`src/rtl/hvps_ramp_ctrl_if.sv`:
```
// DAC write port between the HVPS ramp controller and the apes_dac serialiser.
// The controller drives code and strobe. The serialiser reports busy.
interface hvps_ramp_ctrl_if #(
  parameter int DW = 12
) ();
  logic [DW-1:0] dac_set;
  logic          dac_pulse;
  logic          dac_busy;

  modport master (output dac_set, output dac_pulse, input dac_busy);
  modport slave  (input dac_set, input dac_pulse, output dac_busy);
endinterface

```
`src/rtl/hvps_ramp_ctrl.sv`:
```
// MCP HVPS ramp controller.
// Steps the DAC code towards a programmable target, one step per dwell period,
// holds there and follows retargets. A safe request ramps the code down
// gracefully; an emergency off drops it to 0 at once. A stuck DAC serialiser
// latches a fault. DAC writes go through a one-deep mailbox: a newer write
// replaces an older one that has not been issued yet, and each issue produces
// exactly one strobe.
module hvps_ramp_ctrl #(
  parameter int DW          = 12,
  parameter int STEP        = 228,
  parameter int TICK_DIV    = 256,
  parameter int DWELL_TICKS = 86784,
  parameter int SETTLE_TKS  = 194,
  parameter int BUSY_TO     = 4096
) (
  input  logic                   clk50,
  input  logic                   rst_n,
  input  logic                   hven_cmd,
  input  logic                   safe_cmd,
  input  logic                   reset_cmd,
  input  logic [DW-1:0]          target,
  hvps_ramp_ctrl_if.master       dac,
  output logic                   hven,
  output logic [2:0]             ramp_state,
  output logic                   at_target,
  output logic                   fault
);

  typedef enum logic [2:0] {
    S_IDLE   = 3'd0,
    S_SETTLE = 3'd1,
    S_UP     = 3'd2,
    S_HOLD   = 3'd3,
    S_DOWN   = 3'd4,
    S_SAFE   = 3'd5
  } state_t;

  localparam int TW        = $clog2(TICK_DIV);
  localparam int DWELL_MAX = (DWELL_TICKS > SETTLE_TKS) ? DWELL_TICKS : SETTLE_TKS;
  localparam int CW        = $clog2(DWELL_MAX + 1);
  localparam int BW        = $clog2(BUSY_TO + 1);
  localparam logic [DW-1:0] STEP_D = DW'(STEP);

  state_t          state, state_n;
  logic [TW-1:0]   tick_cnt;
  logic            tick;
  logic [CW-1:0]   dwell_cnt, dwell_n;
  logic            dwell_done;
  logic [BW-1:0]   busy_cnt;
  logic            busy_trip;
  logic [DW-1:0]   level, level_n;
  logic [DW-1:0]   floor_lvl, floor_n;
  logic [DW-1:0]   tgt;
  logic            hven_n, fault_n;
  logic            wr_req;
  logic            pend;
  logic [DW-1:0]   pend_val;
  logic [DW:0]     up_sum;
  logic [DW-1:0]   up_lvl, dn_lvl;

  assign tick       = (tick_cnt == TW'(TICK_DIV - 1));
  assign dwell_done = tick && ((state == S_SETTLE) ? (dwell_cnt == CW'(SETTLE_TKS - 1))
                                                   : (dwell_cnt == CW'(DWELL_TICKS - 1)));
  assign busy_trip  = pend && dac.dac_busy && (busy_cnt == BW'(BUSY_TO - 1));

  // Saturating step arithmetic: one extra bit keeps level+STEP from wrapping.
  assign up_sum = {1'b0, level} + {1'b0, STEP_D};
  assign up_lvl = (up_sum >= {1'b0, tgt}) ? tgt : up_sum[DW-1:0];
  assign dn_lvl = ({1'b0, level} >= ({1'b0, floor_lvl} + {1'b0, STEP_D})) ? (level - STEP_D)
                                                                          : floor_lvl;

  assign ramp_state = state;
  assign at_target  = (state == S_HOLD) && (level == tgt);

  // Free-running tick prescaler, realigned by an emergency off.
  always_ff @(posedge clk50 or negedge rst_n) begin
    // NOTE: state registers use non-blocking assignments so every flop samples
    // pre-edge values; blocking here would make results depend on block order.
    if (!rst_n)              tick_cnt <= '0;
    else if (reset_cmd || tick) tick_cnt <= '0;
    else                     tick_cnt <= tick_cnt + TW'(1);
  end

  // Next-state, level and write-request decode: reset_cmd > fault > safe_cmd > hven_cmd.
  always_comb begin
    // NOTE: every variable gets a default before any branch so that no path
    // leaves one unassigned and a latch is never inferred.
    state_n = state;
    level_n = level;
    floor_n = floor_lvl;
    hven_n  = hven;
    fault_n = fault;
    wr_req  = 1'b0;

    if (reset_cmd) begin
      fault_n = 1'b0;
      hven_n  = 1'b0;
      level_n = '0;
      wr_req  = (level != '0);
      // SAFE is left only when the safe request has been withdrawn.
      state_n = (state == S_SAFE && safe_cmd) ? S_SAFE : S_IDLE;
    end else if (fault || busy_trip) begin
      fault_n = 1'b1;
      hven_n  = 1'b0;
      level_n = '0;
      wr_req  = (level != '0);
      state_n = S_SAFE;
    end else begin
      unique case (state)
        S_IDLE: begin
          if (safe_cmd) begin
            state_n = S_SAFE;
          end else if (hven_cmd) begin
            state_n = S_SETTLE;
            hven_n  = 1'b1;
          end
        end
        S_SETTLE: begin
          if (safe_cmd || !hven_cmd) begin
            state_n = S_DOWN;
            floor_n = '0;
          end else if (dwell_done) begin
            state_n = S_UP;
          end
        end
        S_UP: begin
          if (safe_cmd || !hven_cmd) begin
            state_n = S_DOWN;
            floor_n = '0;
          end else if (level == tgt) begin
            state_n = S_HOLD;
          end else if (tgt < level) begin
            state_n = S_DOWN;
            floor_n = tgt;
          end else if (dwell_done) begin
            level_n = up_lvl;
            wr_req  = 1'b1;
          end
        end
        S_HOLD: begin
          if (safe_cmd || !hven_cmd) begin
            state_n = S_DOWN;
            floor_n = '0;
          end else if (tgt > level) begin
            state_n = S_UP;
          end else if (tgt < level) begin
            state_n = S_DOWN;
            floor_n = tgt;
          end
        end
        S_DOWN: begin
          if (level == floor_lvl) begin
            if (floor_lvl != '0) begin
              state_n = S_HOLD;
            end else begin
              hven_n  = 1'b0;
              state_n = safe_cmd ? S_SAFE : S_IDLE;
            end
          end else begin
            // A late safe/off request lowers the floor; the step in flight still uses the old one.
            if (safe_cmd || !hven_cmd) floor_n = '0;
            if (dwell_done) begin
              level_n = dn_lvl;
              wr_req  = 1'b1;
            end
          end
        end
        S_SAFE: begin
          hven_n = 1'b0;
        end
        default: state_n = S_IDLE;
      endcase
    end

    // The dwell counter restarts on every state change.
    if (reset_cmd || state_n != state) dwell_n = '0;
    else if (tick)                     dwell_n = dwell_done ? '0 : dwell_cnt + CW'(1);
    else                               dwell_n = dwell_cnt;
  end

  // Control state registers, with the target sampled once per tick.
  always_ff @(posedge clk50 or negedge rst_n) begin
    if (!rst_n) begin
      state     <= S_IDLE;
      level     <= '0;
      floor_lvl <= '0;
      tgt       <= '0;
      hven      <= 1'b0;
      fault     <= 1'b0;
      dwell_cnt <= '0;
    end else begin
      state     <= state_n;
      level     <= level_n;
      floor_lvl <= floor_n;
      hven      <= hven_n;
      fault     <= fault_n;
      dwell_cnt <= dwell_n;
      if (tick) tgt <= target;
    end
  end

  // One-deep write mailbox: issue when the DAC is free; a newer request overwrites an older one.
  always_ff @(posedge clk50 or negedge rst_n) begin
    if (!rst_n) begin
      pend          <= 1'b0;
      pend_val      <= '0;
      dac.dac_set   <= '0;
      dac.dac_pulse <= 1'b0;
      busy_cnt      <= '0;
    end else begin
      dac.dac_pulse <= 1'b0;
      if (pend && !dac.dac_busy) begin
        dac.dac_set   <= pend_val;
        dac.dac_pulse <= 1'b1;
        pend          <= 1'b0;
      end
      if (wr_req) begin
        pend     <= 1'b1;
        pend_val <= level_n;
      end
      if (reset_cmd || !(pend && dac.dac_busy)) busy_cnt <= '0;
      else if (busy_cnt != BW'(BUSY_TO - 1))    busy_cnt <= busy_cnt + BW'(1);
    end
  end

endmodule

```
`src/flat_wrapper.sv`:
```
// flat-port wrapper written by rule: the top's interface ports become plain ports
module hvps_ramp_ctrl_flat 
#(
  parameter int DW          = 12,
  parameter int STEP        = 228,
  parameter int TICK_DIV    = 256,
  parameter int DWELL_TICKS = 86784,
  parameter int SETTLE_TKS  = 194,
  parameter int BUSY_TO     = 4096
)
  (clk50, rst_n, hven_cmd, safe_cmd, reset_cmd, target, hven, ramp_state, at_target, fault, dac_dac_set, dac_dac_pulse, dac_dac_busy);
  hvps_ramp_ctrl_if #(.DW(DW)) dac_i ();
  input  logic clk50;
  input  logic rst_n;
  input  logic hven_cmd;
  input  logic safe_cmd;
  input  logic reset_cmd;
  input  logic [DW-1:0] target;
  output logic hven;
  output logic [2:0] ramp_state;
  output logic at_target;
  output logic fault;
  output wire logic [$bits(dac_i.dac_set)-1:0] dac_dac_set;
  output wire logic [$bits(dac_i.dac_pulse)-1:0] dac_dac_pulse;
  input wire logic [$bits(dac_i.dac_busy)-1:0] dac_dac_busy;
  assign dac_dac_set = dac_i.dac_set;
  assign dac_dac_pulse = dac_i.dac_pulse;
  assign dac_i.dac_busy = dac_dac_busy;
  hvps_ramp_ctrl #(.DW(DW), .STEP(STEP), .TICK_DIV(TICK_DIV), .DWELL_TICKS(DWELL_TICKS), .SETTLE_TKS(SETTLE_TKS), .BUSY_TO(BUSY_TO)) u_core (.clk50(clk50), .rst_n(rst_n), .hven_cmd(hven_cmd), .safe_cmd(safe_cmd), .reset_cmd(reset_cmd), .target(target), .dac(dac_i), .hven(hven), .ramp_state(ramp_state), .at_target(at_target), .fault(fault));
endmodule
```
`config.mk`:
```
export PLATFORM = sky130hd
export DESIGN_NAME = hvps_ramp_ctrl_flat
export DESIGN_NICKNAME = d
export VERILOG_FILES = /design/src/rtl/hvps_ramp_ctrl_if.sv /design/src/rtl/hvps_ramp_ctrl.sv /design/src/flat_wrapper.sv
export SDC_FILE = /design/constraint.sdc
export NUM_CORES = 1
export LEC_CHECK = 0
export ABC_AREA = 1
export BUFFER_PORTS_ARGS = -buffer_cell sky130_fd_sc_hd__buf_2
export CORE_ASPECT_RATIO = 1.25
export CORE_MARGIN = 1.5
export CORE_UTILIZATION = 49
export CTS_BUF_LIST = sky130_fd_sc_hd__clkbuf_16
export DETAILED_ROUTE_END_ITERATION = 10
export GPL_ROUTABILITY_DRIVEN = 0
export GPL_TIMING_DRIVEN = 0
export PLACE_DENSITY = 0.71
export SLEW_MARGIN = 30
export SYNTH_ARGS = -nofsm -noshare
export SYNTH_HDL_FRONTEND = slang
export SYNTH_SLANG_ARGS = --single-unit
```
`constraint.sdc`:
```
create_clock -name clk50 -period 3.4 [get_ports clk50]
set_input_delay 0 -clock clk50 [delete_from_list [all_inputs] [get_ports clk50]]
set_output_delay 0 -clock clk50 [all_outputs]
set_load 0.02 [all_outputs]
```
==> metrics.yaml, run 1 <==
core-area_um2: 14900
end_kind: "register"
post-synth-top-area-cell: "dfrtp_1"
num_antenna_cells: 0
holdWs_ns: 0.135
status: "completed"
worstPathMaxFanout: 10
synth_compound_area_share_pct: 9.51
seqCellArea_um2: 2630
cts_root_buf: "clkbuf_16"
p_leak_nw: 4.18
row_count: 50
first_global_vias: 6701
yosys_warnings: 0
power_density_nw_per_um2: 347
fin_crit_ns: 3.18
ys_async_sr_fraction_pct: 100
dp_worst_setup_slack_ns: 0.326
cts_tree: "built"
die_h_um: 141
crit_type: "reg -> reg"
die-area_um2: 15900
synth.distinct_cells: 43
tightest_slew_ns: 0.624
clock_path_buffers: 2
final_nets: 1164
critPathArrivalTime_ns: 3.42
htree_levels: 3
synth.area.top_cells: "dfrtp_1 (35%), nand2_1 (14%), ha_1 (7.4%)"
gr-total-overflow: 0
antenna_found_initial: 0
dp_cells: 1255
synth_top_family_by_area: "simple AND/OR/NAND/NOR gates"
drv_slew: 0
synth_ff_type: "dfrtp_1"
maxSlewHeadroom_pct: 58.0
drt_wl_total_um: 18900
route.detailed.drc: 0
start_util_pct: 49.9
layout-drive-gt1-share_pct: 11.2
wire_per_inst_um: 14.7
clk_pin_slew_ns: 0.07
synth_seq_area_share_pct: 35.3
vias: 7035
drtPass1Iterations: 5
ioPinCount: 37
die_width_um: 113
synth_fa_ha_area_share_pct: 7.40
synth_edf_count: 0
syn_inst: 1036
insertion_delay_ns: 0.36
ys_ff_latch: 105
max-cap-violations: 0
yosys.area_share.simple_pct: 36.1
ant_nets: 0
syn_to_final_growth_pct: 12.5
dr.first_iter.drc_count: 462
final_cells: 1288
min_path_type: "in -> async"
synth_top_area_share_pct: 35.3
cp_data_required_time_ns: 3.64
setup_viol: 0
grt_pass1_wl_um: 31900
startpoint_type: "register"
synthXorXnorAreaFrac_pct: 2.71
ir_worst_vdd_uv: 185
cts_sinks: 105
track_usage_pct: 25.1
post-dp-hpwl_um: 14600
finalClockSkew_ns: 0.00796
grt_max_degree: 63
postSynthAreaPerCell_um2: 7.18
fill_cells: 1517
cts_made_buffers: 9
synthMuxAreaShare_pct: 0
fin_ws_ns: 0.219
max_freq_mhz: 314
syn-num-nets: 1098
via_per_inst: 5.46
syn_area_um2: 7440
fin_crit_sh_pct: 93.5
hold_viol: 0
multi_input_area_um2: 4150
portBuffers: 36
[report_power, final]
group | total [W] | internal [W] | switching (W)
logic | 0.000476 | 0.000158 | 0.000317
clock network | 0.00110 | 0.000639 | 0.000464
registers | 0.00132 | 0.00129 | 0.0000343
total | 0.00290 | 0.00209 | 0.000816
[through the flow]
step | cell area (um2) | util [%] | setup TNS [ns] | power [W]
after floorplan | 7440 | - | 0 | 0.00166
after global placement | 7840 | 52.7 | 0 | 0.00180
after detailed placement | 7880 | 52.9 | 0 | 0.00181
after CTS | 8340 | 56.0 | 0 | 0.00293
after global routing | 8370 | 56.2 | -0.0544 | 0.00302
final | 8370 | 56.2 | 0 | 0.00290
[synth_stat cells (all sizes together), types with 3 or more instances]
master and number:
and2 5, o31ai 13, xor2 21, nor3 22
nand3b 5, buf 19, a21oi 43, nand3 110
a31oi 3, nor2 120, ha 44, nand4 22
nor3b 6, nand2 285, clkbuf 10, dfrtp 105
o211ai 12, o21ai 42, o21a 3, inv 132
[final timing paths]
| kind | from | endpoint | cells past startpoint | slack (ns) |
|---|---|---|---|---|
| min in group clk50 | safe_cmd | u_core.ramp_state[0] | 7 | 0.18 |
| max in group asynchronous | rst_n | u_core.dwell_cnt[4] | 3 | 2.62 |
| worst min-delay path | rst_n | u_core.floor_lvl[7] | 2 | 0.14 |
| worst max register to register | u_core.level[2] | u_core.level[9] | 17 | 0.22 |
| worst max-delay path | u_core.level[2] | u_core.level[9] | 17 | 0.22 |
| worst min register to register | u_core.dac.dac_set[11] | u_core.dac.dac_set[11] | 2 | 0.46 |
[layout make-up]
cell class | count | share of cell area, %
multi-input combinational | 770 | 49.5
clock buffer | 9 | 2.69
clock inverter | 6 | 0.987
inverter | 132 | 5.92
tap | 182 | 2.72
sequential | 105 | 31.4
buffer | 29 | 2.06
timing repair buffer | 55 | 4.62
[layout by cell type, fill, tap and decap left out, types with 6 or more instances in the layout]
master / instances
nor3_1: 18
ha_1: 44
nor3b_1: 6
o211ai_1: 12
buf_2: 46
clkbuf_16: 9
nand4_1: 22
nand3_1: 104
o31ai_1: 13
dfrtp_1: 102
clkbuf_1: 10
nor2_4: 14
buf_4: 8
nor2_1: 99
inv_1: 116
inv_2: 16
xor2_1: 21
nor2_2: 6
dlygate4sd3_1: 15
o21ai_0: 40
a21oi_1: 43
nand2_1: 283
[timing repair]
action | in CTS | in global routing
endpoints found under the hold margin | 74 | 0
hold buffers | 15 | 0
gates resized for setup | 0 | 4
endpoints found under the setup margin | 0 | 7
buffers inserted | 0 | 3
[flip-flops by register name, indices dropped and copies added, names as in the netlist, 3 cells and up]
| signal | count |
|---|---|
| u_core.ramp_state | 3 |
| u_core.tgt | 12 |
| u_core.floor_lvl | 12 |
| u_core.level | 12 |
| u_core.dac.dac_set | 12 |
| u_core.busy_cnt | 13 |
| u_core.dwell_cnt | 17 |
| u_core.tick_cnt | 8 |
| u_core.pend_val | 12 |
[kinds of logic after synthesis]
kind of cell / Yosys count
fa+ha+maj: 44
simple gates: 581
buf+inv: 161
compound gates: 122
xor+xnor: 23
flops: 105
[critical path, cell delays in order, from the launching register on]
cell	delay [ns]
dfrtp_2	0.45
ha_1	0.25
nand2_1	0.12
nand3_2	0.14
nand3_1	0.12
xor2_1	0.15
inv_1	0.08
ha_1	0.31
a21oi_1	0.17
o21ai_0	0.14
nor2_2	0.19
nand3_1	0.10
buf_4	0.19
nand2_1	0.10
nand2_1	0.06
o21ai_1	0.17
nand3_1	0.15
and2_1	0.17
[layer usage]
metal	vias to the layer above	wire length (um)	part of all wire [%]	global-route usage [%]
li1	3509	-	-	-
met1	3274	8150	43	31.8
met2	201	9100	48	42.3
met3	51	931	4.9	3.35
met4	0	710	3.8	11.8
met5	-	0	0	0
Note: power is estimated with default switching activity, not from simulation.
==> inputs of run 2 (changes only) <==
Settings changed: CORE_UTILIZATION 49 to 54, PLACE_DENSITY 0.71 to 0.72.
==> run 2 against run 1 <==
Fmax grew 1.2%. Clock skew grew 0.0039 ns. Clock power shrank 9%. Total power shrank 3.6%. Utilization grew 5.9 points. Die area shrank 9.0%. First-iteration DRC count grew 12%. Routed wire length shrank 0.63%. Worst setup slack gained 0.039 ns. Final cell count shrank 1.0%. Sequential cell count is the same. Critical path type unchanged.
==> metrics.yaml, run 2 (synthesis gave the netlist of run 1 again) <==
status: "completed"
first_global_vias: 6690  # -0.16%
ir_worst_vdd_uv: 239  # +29%
p_leak_nw: 4.16  # -0.58%
core-area_um2: 13300  # -10%
final_common_cell: "nand2_1"
largest_reg_flops: 17  # unchanged
cts_made_buffers: 9  # unchanged
drt_wl_total_um: 18800  # -0.63%
wire_per_inst_um: 14.7  # +0.38%
fin_crit_ns: 3.14  # -0.0391 ns
route.detailed.drc: 0  # unchanged
setup_viol: 0  # unchanged
rrSetupSlack_ns: 0.26  # +0.04 ns
vias: 6905  # -1.8%
startpoint_type: "register"
r2r_end: "u_core.level[9]"
cts_root_buf: "clkbuf_16"
die-area_um2: 14500  # -9.0%
intPower_w: 0.00195  # -6.5%
worstPathMaxFanout: 10  # unchanged
comb_power_share_pct: 16.9  # +0.5 points
tns_ns: 0  # unchanged
htree_levels: 3  # unchanged
max_freq_mhz: 318  # +1.2%
switching_share_pct: 30.3  # +2.2 points
num_antenna_cells: 0  # unchanged
grt_max_degree: 61  # -3.2%
dp_cells: 1244  # -0.88%
finalClockSkew_ns: 0.0119  # +0.00391 ns
final_cell_mix: "nand2_1 (283), inv_1 (117), nand3_1 (105), dfrtp_1 (105), nor2_1 (99)"
die_width_um: 108  # -4.6%
p_sw_w: 0.000848  # +3.9%
regMostFlops: "u_core.dwell_cnt"
r2r_start: "u_core.level[2]"
tightest_slew_ns: 0.625  # +0.000300 ns
clock_path_buffers: 2  # unchanged
final_nets: 1161  # -0.26%
max-cap-violations: 0  # unchanged
start_util_pct: 55.7  # +5.8 points
crit_type: "reg -> reg"
drv_slew: 0  # unchanged
end_kind: "register"
seqPwrFrac_pct: 47.2  # +1.6 points
biggestRegsByFlops: "u_core.dwell_cnt (17), u_core.busy_cnt (13)"
cts_sinks: 105  # unchanged
gr-total-overflow: 0  # unchanged
dr.first_iter.drc_count: 516  # +12%
power_density_nw_per_um2: 338  # -2.7%
post-dp-hpwl_um: 14500  # -0.71%
clk_pin_slew_ns: 0.08  # about the same
cts_tree: "built"
ant_nets: 0  # unchanged
portBuffers: 36  # unchanged
antenna_found_initial: 0  # unchanged
final_util_pct: 62.1  # +5.9 points
row_count: 47  # -6.0%
ioPinCount: 37  # unchanged
final_cells: 1275  # -1.0%
clkPwrFrac_pct: 35.8  # -2.2 points
hold_viol: 0  # unchanged
fin_crit_sh_pct: 92.4  # -1.2 points
track_usage_pct: 27.6  # +2.5 points
syn_to_final_growth_pct: 11.5
via_per_inst: 5.42  # -0.85%
die_h_um: 134  # -4.6%
placed_area_um2: 7860  # -0.17%
grt_pass1_wl_um: 31600  # -0.87%
postCtsSetupBuffers: 0  # unchanged
layout-drive-gt1-share_pct: 10.9  # -0.34 points
drtPass1Iterations: 6  # +1
reg2reg_depth: 17  # unchanged
stdcell_area_um2: 8290  # -0.88%
critPathArrivalTime_ns: 3.39  # -0.03 ns
maxSlewHeadroom_pct: 58.0  # about the same
cp_data_required_time_ns: 3.65  # about the same
min_path_type: "in -> async"
insertion_delay_ns: 0.36  # about the same
## run 2: changes by cell type in the layout (fill, tap and decap cells not counted), sizes merged
cell / delta
inv: +4
buf: -3
bufinv: -2
clkinv: -2
clkinvlp: +1
## run 2: how the worst max path moves through the flow
stage / from / endpoint / slack, ns / depth (start not counted)
global placement: u_core.floor_lvl[4] / u_core.pend_val[4] / 0.40 / 16
floorplan: u_core.floor_lvl[4] / u_core.pend_val[4] / 0.82 / 16
detailed placement: u_core.floor_lvl[4] / u_core.pend_val[4] / 0.38 / 16
finish: u_core.level[2] / u_core.level[9] / 0.26 / 17
CTS: u_core.floor_lvl[4] / u_core.pend_val[4] / 0.33 / 16
global route: u_core.floor_lvl[2] / u_core.pend_val[0] / -0.005 / 18
## run 2: power groups by stage
stage / sequential, W / clock (W) / combinational [W]
3_5_place_dp: 0.00135 / 0 / 0.000459
6_report: 0.00132 / 0.00100 / 0.000473
3_3_place_gp: 0.00135 / 0 / 0.000450
4_1_cts: 0.00132 / 0.00102 / 0.000474
2_1_floorplan: 0.00136 / 0 / 0.000293
5_1_grt: 0.00133 / 0.00107 / 0.000534
## run 2: metal layers
metal / wire [um] / GRT usage [%] / vias to the layer above
li1: - / - / 3513
met1: 8330 / 35.6 / 3181
met2: 8990 / 46.2 / 166
met3: 838 / 3.30 / 45
met4: 610 / 12.1 / 0
met5: 0 / 0 / -
## run 2: per-stage QoR
| stage | hold WS [ns] | setup slack [ns] | total power, W |
|---|---|---|---|
| floorplan | -0.296 | 0.823 | 0.00166 |
| detailed placement | -0.0362 | 0.375 | 0.00181 |
| global route | 0.198 | -0.00490 | 0.00293 |
| finish | 0.138 | 0.259 | 0.00280 |
| CTS | 0.154 | 0.327 | 0.00281 |
| global placement | 0.207 | 0.399 | 0.00179 |
## run 2: layout make-up
| cell class | instances | area [um2] |
|---|---|---|
| buffer | 29 | 174 |
| clock buffer | 9 | 225 |
| clock inverter | 7 | 52.6 |
| fill | 1265 | 5060 |
| inverter | 132 | 495 |
| multi-input combinational | 770 | 4140 |
| sequential | 105 | 2630 |
| tap | 171 | 214 |
| timing repair buffer | 52 | 364 |
## run 2: worst max-delay path, stage by stage (launching register included)
cell and delay [ns]:
dfrtp_1 0.47, ha_1 0.27, nand2_1 0.10, nand3_1 0.18
nand3_1 0.15, xor2_1 0.15, inv_1 0.07, ha_1 0.31
a21oi_1 0.15, o21ai_0 0.12, nor2_2 0.16, nand3_1 0.12
buf_4 0.19, nand2_1 0.06, nand2_1 0.05, o21ai_1 0.20
nand3_1 0.13, and2_1 0.16
## run 2: repair_timing
action | in CTS | in global routing
setup endpoints to repair | 0 | 1
endpoints found under the hold margin | 69 | 0
gates resized for setup | 0 | 2
hold buffers | 15 | 0
